### src/rtl/fpu_scheduler.sv
// Round-robin scheduler that shares one single-precision FPU between two requesters,
// with a watchdog that aborts operations whose done never arrives.
module fpu_scheduler #(
    parameter int unsigned TIMEOUT_CYCLES = 64
) (
    input  logic        clock100KHz,
    input  logic        reset,
    input  logic [1:0]  req_valid,
    output logic [1:0]  req_ready,
    input  logic [63:0] req_a,
    input  logic [63:0] req_b,
    input  logic [1:0]  req_op,
    output logic [31:0] fpu_op_a,
    output logic [31:0] fpu_op_b,
    output logic        fpu_op,
    output logic        fpu_start,
    input  logic [31:0] fpu_result,
    input  logic [3:0]  fpu_flags,
    input  logic        fpu_done,
    output logic [1:0]  resp_valid,
    output logic [31:0] resp_result,
    output logic [3:0]  resp_flags,
    output logic        resp_timeout,
    output logic        busy
);

    localparam int unsigned CNT_W = (TIMEOUT_CYCLES > 1) ? $clog2(TIMEOUT_CYCLES) : 1;
    localparam logic [CNT_W-1:0] CNT_LAST = CNT_W'(TIMEOUT_CYCLES - 1);

    typedef enum logic [1:0] {
        IDLE  = 2'd0,
        ISSUE = 2'd1,
        WAIT  = 2'd2,
        RESP  = 2'd3
    } state_t;

    state_t           state;
    logic             owner;
    logic             last_grant;
    logic [CNT_W-1:0] cnt;
    logic             grant_idx;

    // One-hot grant from the valid requests; the requester not served last wins a tie.
    always_comb begin
        req_ready = 2'b00;
        if (state == IDLE) begin
            case (req_valid)
                2'b01:   req_ready = 2'b01;
                2'b10:   req_ready = 2'b10;
                2'b11:   req_ready = last_grant ? 2'b01 : 2'b10;
                default: req_ready = 2'b00;
            endcase
        end
    end

    assign grant_idx = req_ready[1];

    // Sequencer: capture, launch, watch for done or timeout, respond.
    always_ff @(posedge clock100KHz or negedge reset) begin
        if (!reset) begin
            state        <= IDLE;
            owner        <= 1'b0;
            last_grant   <= 1'b1;
            cnt          <= '0;
            fpu_op_a     <= '0;
            fpu_op_b     <= '0;
            fpu_op       <= 1'b0;
            fpu_start    <= 1'b0;
            resp_valid   <= 2'b00;
            resp_result  <= '0;
            resp_flags   <= '0;
            resp_timeout <= 1'b0;
            busy         <= 1'b0;
        end else begin
            fpu_start <= 1'b0;
            case (state)
                IDLE: begin
                    if (req_ready != 2'b00) begin
                        owner     <= grant_idx;
                        fpu_op_a  <= grant_idx ? req_a[63:32] : req_a[31:0];
                        fpu_op_b  <= grant_idx ? req_b[63:32] : req_b[31:0];
                        fpu_op    <= grant_idx ? req_op[1] : req_op[0];
                        fpu_start <= 1'b1;
                        busy      <= 1'b1;
                        state     <= ISSUE;
                    end
                end
                ISSUE: begin
                    cnt   <= '0;
                    state <= WAIT;
                end
                WAIT: begin
                    if (fpu_done) begin
                        resp_result  <= fpu_result;
                        resp_flags   <= fpu_flags;
                        resp_timeout <= 1'b0;
                        resp_valid   <= {owner, ~owner};
                        state        <= RESP;
                    end else if (cnt == CNT_LAST) begin
                        resp_result  <= '0;
                        resp_flags   <= '0;
                        resp_timeout <= 1'b1;
                        resp_valid   <= {owner, ~owner};
                        state        <= RESP;
                    end else begin
                        cnt <= cnt + CNT_W'(1);
                    end
                end
                RESP: begin
                    resp_valid <= 2'b00;
                    last_grant <= owner;
                    fpu_op_a   <= '0;
                    fpu_op_b   <= '0;
                    fpu_op     <= 1'b0;
                    busy       <= 1'b0;
                    state      <= IDLE;
                end
                default: begin
                    state <= IDLE;
                end
            endcase
        end
    end

endmodule

### config.mk
export PLATFORM = sky130hd
export DESIGN_NAME = fpu_scheduler
export DESIGN_NICKNAME = d
export VERILOG_FILES = /design/src/rtl/fpu_scheduler.sv
export SDC_FILE = /design/constraint.sdc
export NUM_CORES = 1
export LEC_CHECK = 0
export CAP_MARGIN = 25
export CORE_UTILIZATION = 35
export DETAILED_ROUTE_END_ITERATION = 8
export GPL_TIMING_DRIVEN = 0
export PLACE_DENSITY = 0.73
export RECOVER_POWER = 100
export SLEW_MARGIN = 20
export SYNTH_ARGS = -nofsm -noshare
export SYNTH_HDL_FRONTEND = slang
export SYNTH_SLANG_ARGS = --single-unit
### constraint.sdc
create_clock -name clock100KHz -period 2 [get_ports clock100KHz]
set_input_delay 0.3 -clock clock100KHz [delete_from_list [all_inputs] [get_ports clock100KHz]]
set_output_delay 0.3 -clock clock100KHz [all_outputs]
set_load 0.01 [all_outputs]
==> results of run 1 <==
cells in the mapped netlist, types with 2 or more instances:
library cell	number	area share, %
a21oi_1	6	0.57
dfrtp_1	115	55
nand3_1	4	0.38
clkbuf_4	2	0.29
nor2_1	3	0.21
clkbuf_1	8	0.57
buf_6	6	1.3
o21ai_0	66	6.3
nor3_1	3	0.29
inv_1	8	0.57
nand2_1	149	11
ha_1	6	1.4
buf_2	17	1.6
o21ai_1	40	3.8
mux2i_1	65	12
or4_1	2	0.29
through the flow:
step	power, uW	setup TNS, ns	hold WS, ns
2_1_floorplan	6799	0	0.004409
3_3_place_gp	9972	-436.00	0.4622
3_5_place_dp	10150	-5.571	0.2932
4_1_cts	13450	0	0.4231
5_1_grt	13760	0	0.4419
6_report	12870	0	0.4140
critical path, delay by kind of cell (launching register included):
family,cells,cell delay [ns]
adder cells (fa/ha/maj),1,0.18
buffers and inverters,5,0.55
flip-flops,1,0.39
AND/OR/NAND/NOR,1,0.10
worst paths after layout:
check / endpoint
worst max-delay path: req_ready[1]
worst min-delay path: fpu_op_a[13]
max in group asynchronous: fpu_start
min in group clock100KHz: resp_result[9]
worst max register to register: fpu_op_a[19]
worst min register to register: fpu_op_a[13]
power groups by stage:
stage          registers (uW)  logic, uW  clock network (uW)
3_5_place_dp             4140       6010                   0
6_report                 4050       5680                3140
4_1_cts                  4110       6140                3200
3_3_place_gp             4080       5890                   0
2_1_floorplan            4550       2250                   0
5_1_grt                  4200       6250                3310
layout make-up:
type / count / area, um^2
clock buffers: 22 / 454.2
clock inverters: 10 / 155.1
inverters: 8 / 30.03
repair buffers: 288 / 2855
fillers: 1202 / 5592
plain buffers: 33 / 219.0
well taps: 184 / 230.2
multi-input cells: 368 / 2150
flip-flops and latches: 116 / 2904
cells by family (layout without fill, tap and decap cells):
logic type / count (synthesis) / count (layout) / share of synthesized area, %
adders and majority gates: 6 / 6 / 1.426
and+or+nand+nor: 173 / 173 / 13.79
AOI/OAI and AO/OA: 122 / 122 / 12.53
xor gates and xnor gates: 1 / 1 / 0.1665
DFF: 116 / 116 / 55.18
buffers and inverters: 41 / 361 / 4.327
muxes: 66 / 66 / 12.58
registers in the layout, indices dropped and copies added (netlist names), 2 cells and up:
| signal | count |
|---|---|
| cnt | 6 |
| fpu_op_a | 32 |
| fpu_op_b | 32 |
| resp_flags | 4 |
| resp_result | 32 |
| resp_valid | 2 |
| state | 2 |
metal layers:
| metal | global-route usage [%] | up-vias | wire [um] |
|---|---|---|---|
| met5 | 0 | - | 0 |
| met4 | 9.142 | 0 | 383 |
| met3 | 7.045 | 24 | 1285 |
| met2 | 35.10 | 200 | 7703 |
| met1 | 25.99 | 2351 | 6651 |
| li1 | - | 2407 | - |
repair_timing:
action / CTS / global route
pin swaps: 1 / 1
setup endpoints to repair: 42 / 32
resized for setup: 17 / 8
cloned: 0 / 0
hold buffers: 1 / 0
endpoints found under the hold margin: 54 / 0
setup buffers: 2 / 6
==> impl_metrics.json, run 1 <==
{
  "cp_cell_sequence": "inv_2, ha_4, nand3_4, buf_12, buf_12, inv_1, buf_2",
  "path_clk_slew_ns": 0.05,
  "clock_path_buffers": 2,
  "fin_ws_ns": 0.07365,
  "intPower_uw": 8379,
  "ys_warn_count": 0,
  "ff2ff_path_depth": 7,
  "rsz0062_at_grt": "false",
  "maxSlewViolCount": 0,
  "p_sw_share_pct": 34.91,
  "grt_max_degree": 63,
  "async_flop_share_pct": 100.0,
  "crit_fanout": 10,
  "p_comb_share_pct": 44.1,
  "initialDrtViolationCount": 216,
  "place_area_mm2": 0.008304,
  "place_hpwl_um": 12380,
  "wirelength_um": 16020,
  "cap_violations": 0,
  "gp_congestion": 0.8335,
  "rows": 44,
  "initial_core_util_pct": 36.07,
  "core_area_mm2": 0.01459,
  "io_buffers": 278,
  "crit_slowest_cell": "dfrtp_1",
  "hold_viol_final": 0,
  "yosysSeqAreaShare_pct": 55.18,
  "powerDensity_mw_per_mm2": 1431,
  "final_cells": 1029,
  "dp_worst_setup_slack_ns": -0.4096,
  "area_growth_pct": 70.97,
  "period_minus_slack_ns": 1.926,
  "regToRegStartpoint": "last_grant",
  "ir_worst_vdd_uv": 736.8,
  "grt_antenna_before_repair": 0,
  "vias": 4982,
  "worst_setup_path_start_kind": "flip-flop",
  "status": "finished clean",
  "design_area_mm2": 0.008997,
  "p_seq_share_pct": 31.5,
  "grt.total_usage_pct": 21.52,
  "setup_viol": 0,
  "p_switching_uw": 4493,
  "synth-edff-count": 0,
  "worst-endpoint-arrival_ns": 1.63,
  "fmax_mhz": 519.1,
  "gr-total-overflow": 0,
  "endpoint_kind": "primary output",
  "wl_per_cell_um": 15.57,
  "cts-root-buf": "clkbuf_16",
  "drc": 0,
  "pin_count": 279,
  "leakagePower_uw": 0.004426,
  "cpPeakStageDelay_ns": 0.39,
  "clock_sinks": 116,
  "die_h_um": 124.6,
  "tightest_slew_ns": 0.8471,
  "rrSetupSlack_ns": 0.13,
  "final_cell_mix": "169 x clkdlybuf4s50_1, 148 x nand2_1, 115 x dfrtp_1",
  "grt_pass1_vias": 5152,
  "mostFrequentLayoutCell": "clkdlybuf4s50_1",
  "relSlewSlack_pct": 43.53,
  "cts_made_buffers": 17,
  "htreeDepth": 4,
  "ant_nets": 0,
  "synth_nets": 702,
  "place_inst": 988,
  "cpMostUsedCell": "buf_12",
  "utilization_pct": 61.67,
  "finalCritPeriodShare_pct": 96.32,
  "startpoint": "state[0]",
  "crit_type": "reg -> out",
  "drive_gt1_share_pct": 9.112,
  "grt_pass1_wl_um": 26320,
  "dr.pass1.iters": 4,
  "hp-class": "in -> async",
  "worst_ep_required_time_ns": 1.70,
  "netlist-cell-type-count": 41,
  "die_area_mm2": 0.01553,
  "fin_nets": 1009,
  "clk_latency_ns": 0.41,
  "netlist_area_mm2": 0.005263,
  "skew_ns": 0.005845,
  "die_w_um": 124.6,
  "antenna_cells": 0,
  "clkPwrFrac_pct": 24.4,
  "syn_inst": 525,
  "synth_ff_type": "dfrtp_1",
  "cts_tree": "built",
  "synth-seq-cells": 116,
  "via_per_inst": 4.842,
  "synth.avg_cell_area_um2": 10.02
}
No activity file was read; power rests on OpenSTA's default activity.
==> inputs of run 2 (changes only) <==
- DONT_BUFFER_PORTS: unset -> 1
- PLACE_DENSITY: 0.73 -> 0.49
==> impl_metrics.json, run 2 (same netlist as run 1, synthesis figures left out) <==
{
  "grt.total_usage_pct": 18.77,
  "utilization_pct": 43.94,
  "mostFrequentLayoutCell": "nand2_1",
  "fmax_mhz": 525.0,
  "hp-class": "in -> async",
  "grt_pass1_wl_um": 22250,
  "rows": 44,
  "n_fill_cell": 1414,
  "p_seq_share_pct": 43.0,
  "multiInputGateArea_mm2": 0.002153,
  "worst_setup_path_start_kind": "flip-flop",
  "crit_type": "reg -> out",
  "wl_per_cell_um": 18.88,
  "crit_fanout": 19,
  "powerDensity_mw_per_mm2": 1762,
  "fin_nets": 740,
  "final_cell_mix": "149 x nand2_1, 115 x dfrtp_1, 67 x o21ai_0",
  "period_minus_slack_ns": 1.905,
  "p_switching_uw": 4264,
  "tightest_slew_ns": 0.4153,
  "io_buffers": 0,
  "place_hpwl_um": 10660,
  "finalCritPeriodShare_pct": 95.24,
  "maxSlewViolCount": 0,
  "clock_sinks": 116,
  "antenna_cells": 0,
  "wirelength_um": 14350,
  "endpoint_kind": "primary output",
  "final-seq-area_mm2": 0.002904,
  "grt_pass1_vias": 4086,
  "pin_count": 279,
  "vias": 3939,
  "clock_path_buffers": 2,
  "core_area_mm2": 0.01459,
  "worst_ep_required_time_ns": 1.70,
  "reg_top3": "fpu_op_a x32, fpu_op_b x32, resp_result x32",
  "skew_ns": 0.005065,
  "status": "finished with violations",
  "drc": 0,
  "cap_violations": 0,
  "gr-total-overflow": 0,
  "grt_max_degree": 117,
  "ir_worst_vdd_uv": 622.0,
  "hold_viol_final": 116,
  "hold_slack_ns": -0.4173,
  "place_area_mm2": 0.005493,
  "drive_gt1_share_pct": 12.33,
  "intPower_uw": 7030,
  "cts-root-buf": "clkbuf_16",
  "die_w_um": 124.6,
  "setup_viol": 0,
  "worst-endpoint-arrival_ns": 1.60,
  "violations": "negative hold slack",
  "initialDrtViolationCount": 145,
  "via_per_inst": 5.183,
  "path_clk_slew_ns": 0.06,
  "clk_latency_ns": 0.41,
  "gp_congestion": 0.7956,
  "rsz0062_at_grt": "true",
  "ant_nets": 0,
  "hold_buffers": 20,
  "p_sw_share_pct": 37.76,
  "die_h_um": 124.6,
  "die_area_mm2": 0.01553,
  "cts_made_buffers": 17,
  "p_comb_share_pct": 25.8,
  "area_growth_pct": 21.80,
  "cts_tree": "built",
  "grt_antenna_before_repair": 0,
  "clkPwrFrac_pct": 31.2,
  "dr.pass1.iters": 5,
  "leakagePower_uw": 0.003218,
  "total_power_uw": 11290,
  "relSlewSlack_pct": 72.31,
  "initial_core_util_pct": 36.07,
  "htreeDepth": 4,
  "design_area_mm2": 0.006410
}
run 2: cell count changes in the layout (fill, tap and decap cells not counted), sizes merged:
cell and change:
buf -7, clkdlybuf4s50 -169, dlygate4sd2 -1, dlygate4sd3 -87, clkbuf -9, bufinv +2, inv +4, clkinv -2
run 2: metrics by stage:
| stage | setup TNS (ns) | worst slack [ns] | std cells |
|---|---|---|---|
| 3_5_place_dp | -0.02668 | -0.007433 | 709 |
| 4_1_cts | 0 | 0.0003216 | 760 |
| 3_3_place_gp | 0 | 0.02932 | 709 |
| 6_report | 0 | 0.09521 | 760 |
| 2_1_floorplan | 0 | 0.4065 | 525 |
| 5_1_grt | -0.02567 | -0.009064 | 760 |
run 2: path summary, 6_finish.rpt:
check,cells past startpoint,slack [ns],to,start
min in group clock100KHz,2,0.02,resp_result[22],fpu_result[22]
hold / removal,0,-0.42,resp_result[13],reset
hold reg to reg,2,0.52,last_grant,last_grant
setup / recovery,5,0.1,req_ready[1],state[0]
setup reg to reg,7,0.17,resp_result[9],state[0]
max in group asynchronous,0,2.15,last_grant,reset
run 2: area by class of cell:
cell class | instances | area share [%]
plain buffers | 32 | 3.201
clock buffers | 18 | 6.851
inverters | 8 | 0.4685
multi-input cells | 368 | 33.59
clock inverters | 14 | 3.865
flip-flops and latches | 116 | 45.31
well taps | 184 | 3.592
repair buffers | 20 | 3.123
run 2: timing repair:
item                                    in CTS  in global routing
gates resized for setup                      3                 11
endpoints found under the setup margin      19                 72
hold endpoints to repair                   136                116
pin swaps                                    0                  1
setup buffers                                0                  0
run 2: critical path, cell delays in order, from the launching register on:
cell     delay [ns]
dfrtp_1        0.41
inv_1          0.16
ha_4           0.19
nand3_2        0.12
buf_8          0.19
inv_1          0.11
run 2: routing by layer:
layer,routed length (um),track usage [%],vias to the layer above
met5,0,0,-
met4,258,7.938,0
met3,1241,7.131,23
met2,7259,32.21,207
met1,5585,20.65,1852
li1,-,-,1857
run 2: power groups by stage:
stage	Clock (uW)	Combinational, uW	Sequential (uW)
CTS	3600	2930	4890
global route	3720	3330	5000
floorplan	0	2250	4550
global placement	0	2790	4900
finish	3520	2910	4860
detailed placement	0	2900	4910
